[src/rtl/payment_change_unit_if.sv]
// Signal bundle between the payment/change unit and the machine front end
// (cost lookup, coin acceptor, change dispenser, serving sequencer).
interface payment_change_unit_if #(parameter int AMT_W = 5);
  logic [AMT_W-1:0] cost;
  logic             cost_valid;
  logic             coin_valid;
  logic [1:0]       coin_type;
  logic             cancel;
  logic             change_ack;
  logic [AMT_W-1:0] amount;
  logic             busy;
  logic             coin_reject;
  logic             paid;
  logic             change_valid;
  logic [1:0]       change_type;
  logic             done;

  modport master (
    output cost, cost_valid, coin_valid, coin_type, cancel, change_ack,
    input  amount, busy, coin_reject, paid, change_valid, change_type, done
  );

  modport slave (
    input  cost, cost_valid, coin_valid, coin_type, cancel, change_ack,
    output amount, busy, coin_reject, paid, change_valid, change_type, done
  );
endinterface

[src/rtl/payment_change_unit.sv]
// Coin collection, payment detection and coin-by-coin change return for the
// coffee machine. All outputs come straight from registers.
module payment_change_unit #(
  parameter int AMT_W   = 5,
  parameter int MAX_AMT = 31
) (
  input  logic                 clk,
  input  logic                 rst,
  payment_change_unit_if.slave bus
);

  typedef enum logic [2:0] {IDLE, COLLECT, PAID, CHANGE, DONE} state_t;

  localparam logic [AMT_W:0] MAX_EXT = (AMT_W+1)'(MAX_AMT);

  state_t           state_reg, state_next;
  logic [AMT_W-1:0] amount_reg, amount_next;
  logic [AMT_W-1:0] cost_q_reg, cost_q_next;
  logic [AMT_W-1:0] remaining_reg, remaining_next;
  logic             busy_reg, busy_next;
  logic             coin_reject_reg, coin_reject_next;
  logic             paid_reg, paid_next;
  logic             change_valid_reg, change_valid_next;
  logic [1:0]       change_type_reg, change_type_next;
  logic             done_reg, done_next;

  logic [AMT_W:0]   coin_sum;
  logic [AMT_W-1:0] change_left;
  logic [AMT_W-1:0] pay_diff;
  logic             coin_ok;
  logic             cost_ok;
  logic             covered;
  logic             change_taken;
  logic             coin_accept;

  function automatic logic [2:0] coin_value(input logic [1:0] t);
    case (t)
      2'b00:   coin_value = 3'd1;
      2'b01:   coin_value = 3'd2;
      2'b10:   coin_value = 3'd5;
      default: coin_value = 3'd0;
    endcase
  endfunction

  // Greedy change: the biggest coin that still fits in what is owed.
  function automatic logic [1:0] largest_coin(input logic [AMT_W-1:0] r);
    if (r >= AMT_W'(5))      largest_coin = 2'b10;
    else if (r >= AMT_W'(2)) largest_coin = 2'b01;
    else                     largest_coin = 2'b00;
  endfunction

  assign coin_sum     = (AMT_W+1)'(amount_reg) + (AMT_W+1)'(coin_value(bus.coin_type));
  assign coin_ok      = (bus.coin_type != 2'b11) && (coin_sum <= MAX_EXT);
  assign cost_ok      = bus.cost_valid && (bus.cost != '0) && ((AMT_W+1)'(bus.cost) <= MAX_EXT);
  assign covered      = (amount_reg >= cost_q_reg);
  assign pay_diff     = amount_reg - cost_q_reg;
  assign change_left  = remaining_reg - AMT_W'(coin_value(change_type_reg));
  assign change_taken = bus.change_ack && change_valid_reg;

  always_ff @(posedge clk or negedge rst) begin
    if (!rst) begin
      state_reg        <= IDLE;
      amount_reg       <= '0;
      cost_q_reg       <= '0;
      remaining_reg    <= '0;
      busy_reg         <= 1'b0;
      coin_reject_reg  <= 1'b0;
      paid_reg         <= 1'b0;
      change_valid_reg <= 1'b0;
      change_type_reg  <= 2'b00;
      done_reg         <= 1'b0;
    end else begin
      state_reg        <= state_next;
      amount_reg       <= amount_next;
      cost_q_reg       <= cost_q_next;
      remaining_reg    <= remaining_next;
      busy_reg         <= busy_next;
      coin_reject_reg  <= coin_reject_next;
      paid_reg         <= paid_next;
      change_valid_reg <= change_valid_next;
      change_type_reg  <= change_type_next;
      done_reg         <= done_next;
    end
  end

  always_comb begin
    state_next = state_reg;
    case (state_reg)
      IDLE:    if (cost_ok) state_next = COLLECT;
      COLLECT: begin
        if (bus.cancel)   state_next = (amount_reg != '0) ? CHANGE : DONE;
        else if (covered) state_next = PAID;
      end
      PAID:    state_next = (pay_diff != '0) ? CHANGE : DONE;
      CHANGE:  if (change_taken && change_left == '0) state_next = DONE;
      DONE:    state_next = IDLE;
      default: state_next = IDLE;
    endcase
  end

  // Datapath and registered-output next values; outputs track state_next
  // so each pulse lines up with the state it belongs to.
  always_comb begin
    amount_next    = amount_reg;
    cost_q_next    = cost_q_reg;
    remaining_next = remaining_reg;
    coin_accept    = 1'b0;
    case (state_reg)
      IDLE:    if (cost_ok) cost_q_next = bus.cost;
      COLLECT: begin
        if (bus.cancel) begin
          remaining_next = amount_reg;
          amount_next    = '0;
        end else if (!covered && bus.coin_valid && coin_ok) begin
          amount_next = coin_sum[AMT_W-1:0];
          coin_accept = 1'b1;
        end
      end
      PAID: begin
        remaining_next = pay_diff;
        amount_next    = '0;
      end
      CHANGE:  if (change_taken) remaining_next = change_left;
      DONE:    cost_q_next = '0;
      default: ;
    endcase
    coin_reject_next  = bus.coin_valid && !coin_accept;
    busy_next         = (state_next != IDLE);
    paid_next         = (state_next == PAID);
    change_valid_next = (state_next == CHANGE);
    done_next         = (state_next == DONE);
    change_type_next  = (state_next == CHANGE) ? largest_coin(remaining_next) : 2'b00;
  end

  assign bus.amount       = amount_reg;
  assign bus.busy         = busy_reg;
  assign bus.coin_reject  = coin_reject_reg;
  assign bus.paid         = paid_reg;
  assign bus.change_valid = change_valid_reg;
  assign bus.change_type  = change_type_reg;
  assign bus.done         = done_reg;

endmodule

[src/flat_wrapper.sv]
// flat-port wrapper written by rule: the top's interface ports become plain ports
module payment_change_unit_flat 
#(
  parameter int AMT_W   = 5,
  parameter int MAX_AMT = 31
)
  (clk, rst, bus_cost, bus_cost_valid, bus_coin_valid, bus_coin_type, bus_cancel, bus_change_ack, bus_amount, bus_busy, bus_coin_reject, bus_paid, bus_change_valid, bus_change_type, bus_done);
  payment_change_unit_if #(.AMT_W(AMT_W)) bus_i ();
  input  logic clk;
  input  logic rst;
  input wire logic [$bits(bus_i.cost)-1:0] bus_cost;
  input wire logic [$bits(bus_i.cost_valid)-1:0] bus_cost_valid;
  input wire logic [$bits(bus_i.coin_valid)-1:0] bus_coin_valid;
  input wire logic [$bits(bus_i.coin_type)-1:0] bus_coin_type;
  input wire logic [$bits(bus_i.cancel)-1:0] bus_cancel;
  input wire logic [$bits(bus_i.change_ack)-1:0] bus_change_ack;
  output wire logic [$bits(bus_i.amount)-1:0] bus_amount;
  output wire logic [$bits(bus_i.busy)-1:0] bus_busy;
  output wire logic [$bits(bus_i.coin_reject)-1:0] bus_coin_reject;
  output wire logic [$bits(bus_i.paid)-1:0] bus_paid;
  output wire logic [$bits(bus_i.change_valid)-1:0] bus_change_valid;
  output wire logic [$bits(bus_i.change_type)-1:0] bus_change_type;
  output wire logic [$bits(bus_i.done)-1:0] bus_done;
  assign bus_i.cost = bus_cost;
  assign bus_i.cost_valid = bus_cost_valid;
  assign bus_i.coin_valid = bus_coin_valid;
  assign bus_i.coin_type = bus_coin_type;
  assign bus_i.cancel = bus_cancel;
  assign bus_i.change_ack = bus_change_ack;
  assign bus_amount = bus_i.amount;
  assign bus_busy = bus_i.busy;
  assign bus_coin_reject = bus_i.coin_reject;
  assign bus_paid = bus_i.paid;
  assign bus_change_valid = bus_i.change_valid;
  assign bus_change_type = bus_i.change_type;
  assign bus_done = bus_i.done;
  payment_change_unit #(.AMT_W(AMT_W), .MAX_AMT(MAX_AMT)) u_core (.clk(clk), .rst(rst), .bus(bus_i));
endmodule
[config.mk]
export PLATFORM = sky130hd
export DESIGN_NAME = payment_change_unit_flat
export DESIGN_NICKNAME = d
export VERILOG_FILES = /design/src/rtl/payment_change_unit_if.sv /design/src/rtl/payment_change_unit.sv /design/src/flat_wrapper.sv
export SDC_FILE = /design/constraint.sdc
export NUM_CORES = 1
export LEC_CHECK = 0
export CELL_PAD_IN_SITES_DETAIL_PLACEMENT = 0
export CELL_PAD_IN_SITES_GLOBAL_PLACEMENT = 1
export CORE_MARGIN = 2
export CORE_UTILIZATION = 45
export DETAILED_ROUTE_END_ITERATION = 8
export MAX_ROUTING_LAYER = met4
export PLACE_DENSITY_LB_ADDON = 0.1
export SLEW_MARGIN = 20
export SYNTH_ARGS = -nofsm -noshare
export SYNTH_HDL_FRONTEND = slang
export SYNTH_SLANG_ARGS = --single-unit
[constraint.sdc]
create_clock -name clk -period 7 [get_ports clk]
set_input_delay 1.75 -clock clk [delete_from_list [all_inputs] [get_ports clk]]
set_output_delay 1.75 -clock clk [all_outputs]
set_load 0.005 [all_outputs]
==> results.toml, run 1 <==
[critical_path]
required_ns = 7.18
cp_cell_sequence = "clkdlybuf4s50_1 -> inv_1 -> nor2_1 -> ha_1 -> a21o_1 -> a21o_1 -> a31oi_1 -> a21oi_2 -> nand2b_4 -> o31ai_1"
critPathBufInv = 2
critical_path_class = "input port to register"
crit-reg2reg-launch = "u_core.bus.change_type[0]"
critPathSlowestCell = "clkdlybuf4s50_1"
r2r_cells = 10
crit_top_cell = "a21o_1"
arrival_ns = 3.90
r2r_end = "u_core.bus.change_type[0]"
critPathMaxFanout = 9
worstSetupEndpointType = "register"
path_delay_family = "compound AO/OA/AOI/OAI gates"
rrSetupSlack_ns = 4.49
worst_path_largest_cell_delay_ns = 0.50
start_kind = "input port"

[cts]
cts_buffers = 3
cts_sinks = 25
insertion_delay_ns = 0.27
cts-root-buf = "clkbuf_8"
ctsLongestPathBuffers = 2
cts_setup_buffers = 0
cts_tree = "yes"
cts.clk_slew.worst_paths_ns = 0.09
htree_num_levels = 1
ctsResizeCount = 0
hold_buffers = 0

[power_and_ir_drop]
vdd_ir_drop_max_mv = 0.217
p_per_area_nw_per_um2 = 493
p_leak_nw = 1.03
finalPower_w = 0.00110

[logic_synthesis]
avgSynthCellArea_um2 = 9.21
ys_seq_area_share_pct = 32.4
ys_seq_elements = 25
postSynth.asyncResetShare_pct = 100
syn-num-nets = 237
netlist_area_um2 = 1930
syn_inst = 210
synth_cell_types = 58
ys.flop_type = "dfrtp_1"
synth-edff-count = 0
ys_warn_count = 0

[global_routing]
use_met1_pct = 28.1
first_global_vias = 1613
grt.overflow.total = 0
busiest_layer = "met2"
track_usage_pct = 20.6
use_met3_pct = 2.18
grt_pass1_wl_um = 7850
antenna_found_initial = 0
groute.layer.met2.usage_pct = 32.4
grt_max_degree = 26

[die]
core-area_um2 = 4060
num_io_pins = 25
rows = 23
die-height_um = 69.5
start_util_pct = 47.6
chipWidth_um = 69.5
dieArea_um2 = 4840

[route]
drc = 0
firstDrtPassIters = 5
ant_nets = 0
wl_per_cell_um = 16.4
vias_per_cell = 5.88
vias = 1651
drtIter0Drc = 118
routed_wl_um = 4610

[sta]
skew_ns = 0.00129
finalSetupTns_ns = 0
rsz0062_at_grt = "false"
finalSetupViolCount = 0
timing.fmax_ghz = 0.269
finalHoldViolCount = 0
fin_crit_sh_pct = 53.1
relSlewSlack_pct = 56.5
worstMarginPinSlew_ns = 0.652
final_max_slew_viol_count = 0
period_needed_ns = 3.72

[min_path]
holdPathEnd = "u_core.cost_q_reg[1]"
hold_depth = 1
hp-start = "u_core.cost_q_reg[1]"
hp-class = "register to register"

[placed_design]
gp_congestion = 0.842
dp_hpwl_um = 3590
place.port_buffers = 24

[layout]
area_growth_pct = 15.6
final_nets = 259
drive_above_1_share_pct = 9.96
n_fill_cell = 375
antennaDiodeCount = 0

[status]
status = "completed"

[job]
maxCapViolations = 0
## cells in the final DEF, fill, tap and decap left out, drive strengths merged, types with 2 or more instances in the layout
cell / n
a21o: 5
and3: 3
xnor2: 4
a21oi: 16
nand3b: 7
or2: 2
a21boi: 3
inv: 16
fa: 3
clkdlybuf4s50: 23
nand2b: 5
nor2: 18
a22o: 5
o21ai: 12
dfrtp: 25
nor3: 3
ha: 11
nand2: 19
clkbuf: 3
nand3: 6
a211o: 2
o221ai: 2
and2: 4
or3: 2
o31ai: 3
a31oi: 2
mux2i: 5
## through the flow
step                      utilization [%]  std cells  cell area (µm²)  hold WS (ns)  setup slack, ns
final                                55.1        281             2230         0.510             3.28
after floorplan                         -        210             1930         0.466             3.69
after global placement               54.1        277             2190         0.488             3.08
after detailed placement             53.9        277             2190         0.488             2.97
after global routing                 55.1        281             2230         0.526             3.05
after CTS                            55.1        281             2230         0.517             3.26
## metal layers
layer	up-vias	part of all wire, %
met4	0	1.7
met1	793	45
met3	8	4.3
met2	50	49
met5	-	0
li1	800	-
## worst max-delay path by stage
stage	start	endpoint	slack (ns)	cells after the start
after floorplan	bus_coin_type[0]	u_core.bus.amount[4]	3.69	9
after global placement	bus_coin_type[0]	u_core.bus.amount[4]	3.08	10
after detailed placement	bus_coin_type[0]	u_core.bus.amount[4]	2.97	10
after CTS	bus_coin_type[0]	u_core.bus.amount[4]	3.26	10
after global routing	bus_coin_type[0]	u_core.bus.amount[4]	3.05	10
final	bus_coin_type[0]	u_core.bus.amount[4]	3.28	10
## final cells by class
type / count / area, µm² / area share, %
Clock buffer: 3 / 41.3 / 1.85
Clock inverter: 1 / 5.00 / 0.224
Inverter: 16 / 60.1 / 2.69
Multi-Input combinational cell: 162 / 1200 / 53.9
Sequential cell: 25 / 626 / 28.0
Tap cell: 50 / 62.6 / 2.80
Timing Repair Buffer: 24 / 235 / 10.5
## synth_stat cells, drive strengths merged (2+ instances only)
master | instances | area share [%]
a21oi | 16 | 5.1
a22o | 5 | 2.3
o31ai | 3 | 1.2
dfrtp | 25 | 32
mux2i | 5 | 2.6
or2 | 2 | 0.65
and3 | 3 | 0.97
a21o | 5 | 2.3
nand2 | 19 | 3.7
buf | 7 | 2.2
xnor2 | 4 | 1.8
o21ai | 12 | 3.1
a21boi | 3 | 1.2
ha | 11 | 7.1
or3 | 2 | 0.91
nor2 | 18 | 3.6
a211o | 2 | 0.91
nand3 | 6 | 1.6
fa | 3 | 3.1
inv | 16 | 3.1
and2 | 4 | 1.4
nor3 | 3 | 1.0
nand2b | 5 | 2.4
nand3b | 7 | 2.7
a31oi | 2 | 0.65
o221ai | 2 | 0.91
## worst register-to-register path, stage by stage (launching register included)
cell and delay, ns:
dfrtp_1 0.41, inv_1 0.08, ha_1 0.14, inv_1 0.06, fa_1 0.41, a21o_4 0.24
xnor2_1 0.13, or3_4 0.35, a21oi_4 0.21, o221ai_1 0.19, and3_1 0.20
## report_power, final
group | switching [W] | leakage, nW | internal [W] | total (W)
registers | 0.0000999 | 0.317 | 0.000206 | 0.000306
clock network | 0.0000478 | 0.0255 | 0.0000398 | 0.0000876
logic | 0.000370 | 0.687 | 0.000339 | 0.000709
## logic make-up after synthesis
group           synth area share (%)
simple gates                    23.6
compound gates                  24.1
flops                           32.4
buf+inv                         5.31
fa+ha+maj                       10.2
mux                             2.59
xor+xnor                        1.81
(Power assumes the default switching activity.)
==> run 2, diff against run 1 <==
--- a/config.mk
+++ b/config.mk
@@ -8,7 +8,7 @@
 export CELL_PAD_IN_SITES_DETAIL_PLACEMENT = 0
 export CELL_PAD_IN_SITES_GLOBAL_PLACEMENT = 1
 export CORE_MARGIN = 2
-export CORE_UTILIZATION = 45
+export CORE_UTILIZATION = 38
 export DETAILED_ROUTE_END_ITERATION = 8
 export MAX_ROUTING_LAYER = met4
 export PLACE_DENSITY_LB_ADDON = 0.1
==> constraint.sdc (replaced) <==
create_clock -name clk -period 3.04 [get_ports clk]
set_input_delay 0.76 -clock clk [delete_from_list [all_inputs] [get_ports clk]]
set_output_delay 0.76 -clock clk [all_outputs]
set_load 0.005 [all_outputs]
==> run 2 against run 1 <==
Effect of this change:
- worst setup slack worse by 3.0 ns
- utilization down 7.5 points
- first-iteration DRC count up 5.9%
- non-clock buffer count up 4
- via count down 1.2%
- final cell count up 7.5%
- flip-flop and latch count unchanged
==> results.toml, run 2 (synthesis gave the netlist of run 1 again) <==
[critical_path]
worst_path_largest_cell_delay_ns = 0.50
critPathBufInv = 2
crit_top_cell = "a21o_1"
path_delay_family = "compound AO/OA/AOI/OAI gates"
cp_cell_sequence = "clkdlybuf4s50_1 -> inv_1 -> nor2_1 -> ha_1 -> a21o_1 -> a21o_1 -> a31oi_1 -> a21oi_2 -> nand2b_4 -> o31ai_1"
critPathMaxFanout = 9
worstSetupEndpointType = "register"
critPathSlowestCell = "clkdlybuf4s50_1"
required_ns = 3.22
critical_path_class = "input port to register"
start_kind = "input port"
arrival_ns = 2.95

[layout]
final_cells = 302
fin_util_pct = 47.5
n_fill_cell = 496
final_nets = 263
drive_above_1_share_pct = 10.6
antennaDiodeCount = 0
multi_input_area_um2 = 1200
regArea_um2 = 626
layout_commonest_cell = "dfrtp_1"
layout_common_cells = "25 x dfrtp_1, 24 x clkdlybuf4s50_1, 19 x nand2_1"
area_growth_pct = 18.4

[cts]
ctsResizeCount = 0
cts_tree = "yes"
cts-root-buf = "clkbuf_8"
cts_setup_buffers = 0
cts_sinks = 25
cts_buffers = 3
insertion_delay_ns = 0.27
hold_buffers = 0
cts.clk_slew.worst_paths_ns = 0.09
ctsLongestPathBuffers = 2
htree_num_levels = 1

[power_and_ir_drop]
p_leak_nw = 1.05
p_seq_share_pct = 26.6
p_per_area_nw_per_um2 = 1120
intPower_w = 0.00136
vdd_ir_drop_max_mv = 0.513
power_frac_clock_pct = 7.9
p_comb_share_pct = 65.5
p_sw_share_pct = 47.1
p_sw_w = 0.00121

[die]
rows = 25
start_util_pct = 40.1
core-area_um2 = 4820
dieArea_um2 = 5670
chipWidth_um = 75.3
num_io_pins = 25
die-height_um = 75.3

[sta]
finalSetupViolCount = 0
hold_ws_ns = 0.509
rsz0062_at_grt = "false"
finalHoldViolCount = 0
final_max_slew_viol_count = 0
period_needed_ns = 2.77
worstMarginPinSlew_ns = 0.645
timing.fmax_ghz = 0.362
skew_ns = 0.00729
fin_crit_sh_pct = 91.0
relSlewSlack_pct = 57.0

[route]
drc = 0
vias_per_cell = 5.40
firstDrtPassIters = 4
vias = 1631
routed_wl_um = 4910
drtIter0Drc = 125
wl_per_cell_um = 16.3
ant_nets = 0

[placed_design]
place.port_buffers = 24
gp_congestion = 0.811
dp.cells = 298
dp_hpwl_um = 3820

[global_routing]
antenna_found_initial = 0
grt_pass1_wl_um = 8450
grt_max_degree = 26
track_usage_pct = 20.1
grt.overflow.total = 0
first_global_vias = 1714

[job]
maxCapViolations = 0

[min_path]
hp-class = "register to register"

[status]
status = "completed"
==> run 2: cell count changes in the layout (fill, tap and decap cells not counted) <==
cell	previous run	this run
buf_4	0	4
buf_2	1	0
clkbuf_1	0	1
clkdlybuf4s50_1	23	24
clkinv_2	1	0
==> run 2: per-stage QoR <==
step | TNS (ns) | total power [W] | worst slack, ns | area, µm²
2_1_floorplan | 0 | 0.00191 | 0.713 | 1930
4_1_cts | 0 | 0.00259 | 0.273 | 2290
5_1_grt | 0 | 0.00283 | 0.117 | 2290
3_5_place_dp | -0.0123 | 0.00237 | -0.0123 | 2240
6_report | 0 | 0.00257 | 0.274 | 2290
3_3_place_gp | 0 | 0.00232 | 0.117 | 2240
==> run 2: final timing paths <==
kind / start / end / slack (ns) / depth (start not counted)
min in group asynchronous: rst / u_core.cost_q_reg[1] / 0.85 / 2
hold / removal: u_core.cost_q_reg[1] / u_core.cost_q_reg[1] / 0.51 / 1
setup reg to reg: u_core.bus.change_type[0] / u_core.bus.change_type[0] / 0.44 / 10
hold reg to reg: u_core.cost_q_reg[1] / u_core.cost_q_reg[1] / 0.51 / 1
setup / recovery: bus_coin_type[0] / u_core.bus.amount[4] / 0.27 / 10
max in group asynchronous: rst / u_core.bus.amount[4] / 1.94 / 2
==> run 2: power groups by stage <==
stage               Combinational (W)  Sequential (W)  Clock (W)
finish                        0.00168        0.000685   0.000202
global route                  0.00190        0.000709   0.000221
CTS                           0.00169        0.000686   0.000212
detailed placement            0.00168        0.000693          0
global placement              0.00164        0.000683          0
floorplan                     0.00132        0.000588          0
==> run 2: routing by layer <==
| metal | wire (µm) | vias up | track usage, % |
|---|---|---|---|
| li1 | - | 805 | - |
| met1 | 2270 | 786 | 26.5 |
| met2 | 2430 | 33 | 32.2 |
| met3 | 132 | 7 | 2.25 |
| met4 | 78 | 0 | 7.21 |
| met5 | 0 | - | - |
==> run 2: final cells by class <==
type | instances | area share, %
multi-input cells | 162 | 52.6
clock buffers | 4 | 1.97
repair buffers | 28 | 11.8
well taps | 67 | 3.66
flip-flops and latches | 25 | 27.3
inverters | 16 | 2.62
==> run 2: worst reg2reg max path, stage by stage, from the launching register on <==
cell	delay, ns
dfrtp_1	0.40
inv_1	0.09
ha_1	0.15
inv_1	0.06
fa_1	0.42
a21o_4	0.25
xnor2_1	0.13
or3_4	0.34
a21oi_4	0.21
o221ai_1	0.24
and3_1	0.23
==> run 3, diff against run 2 <==
--- a/config.mk
+++ b/config.mk
@@ -5,6 +5,7 @@
 export SDC_FILE = /design/constraint.sdc
 export NUM_CORES = 1
 export LEC_CHECK = 0
+export CAP_MARGIN = 10
 export CELL_PAD_IN_SITES_DETAIL_PLACEMENT = 0
 export CELL_PAD_IN_SITES_GLOBAL_PLACEMENT = 1
 export CORE_MARGIN = 2
==> results of run 3 <==
Same layout as run 2: the final DEF is identical, and so are final timing and power.
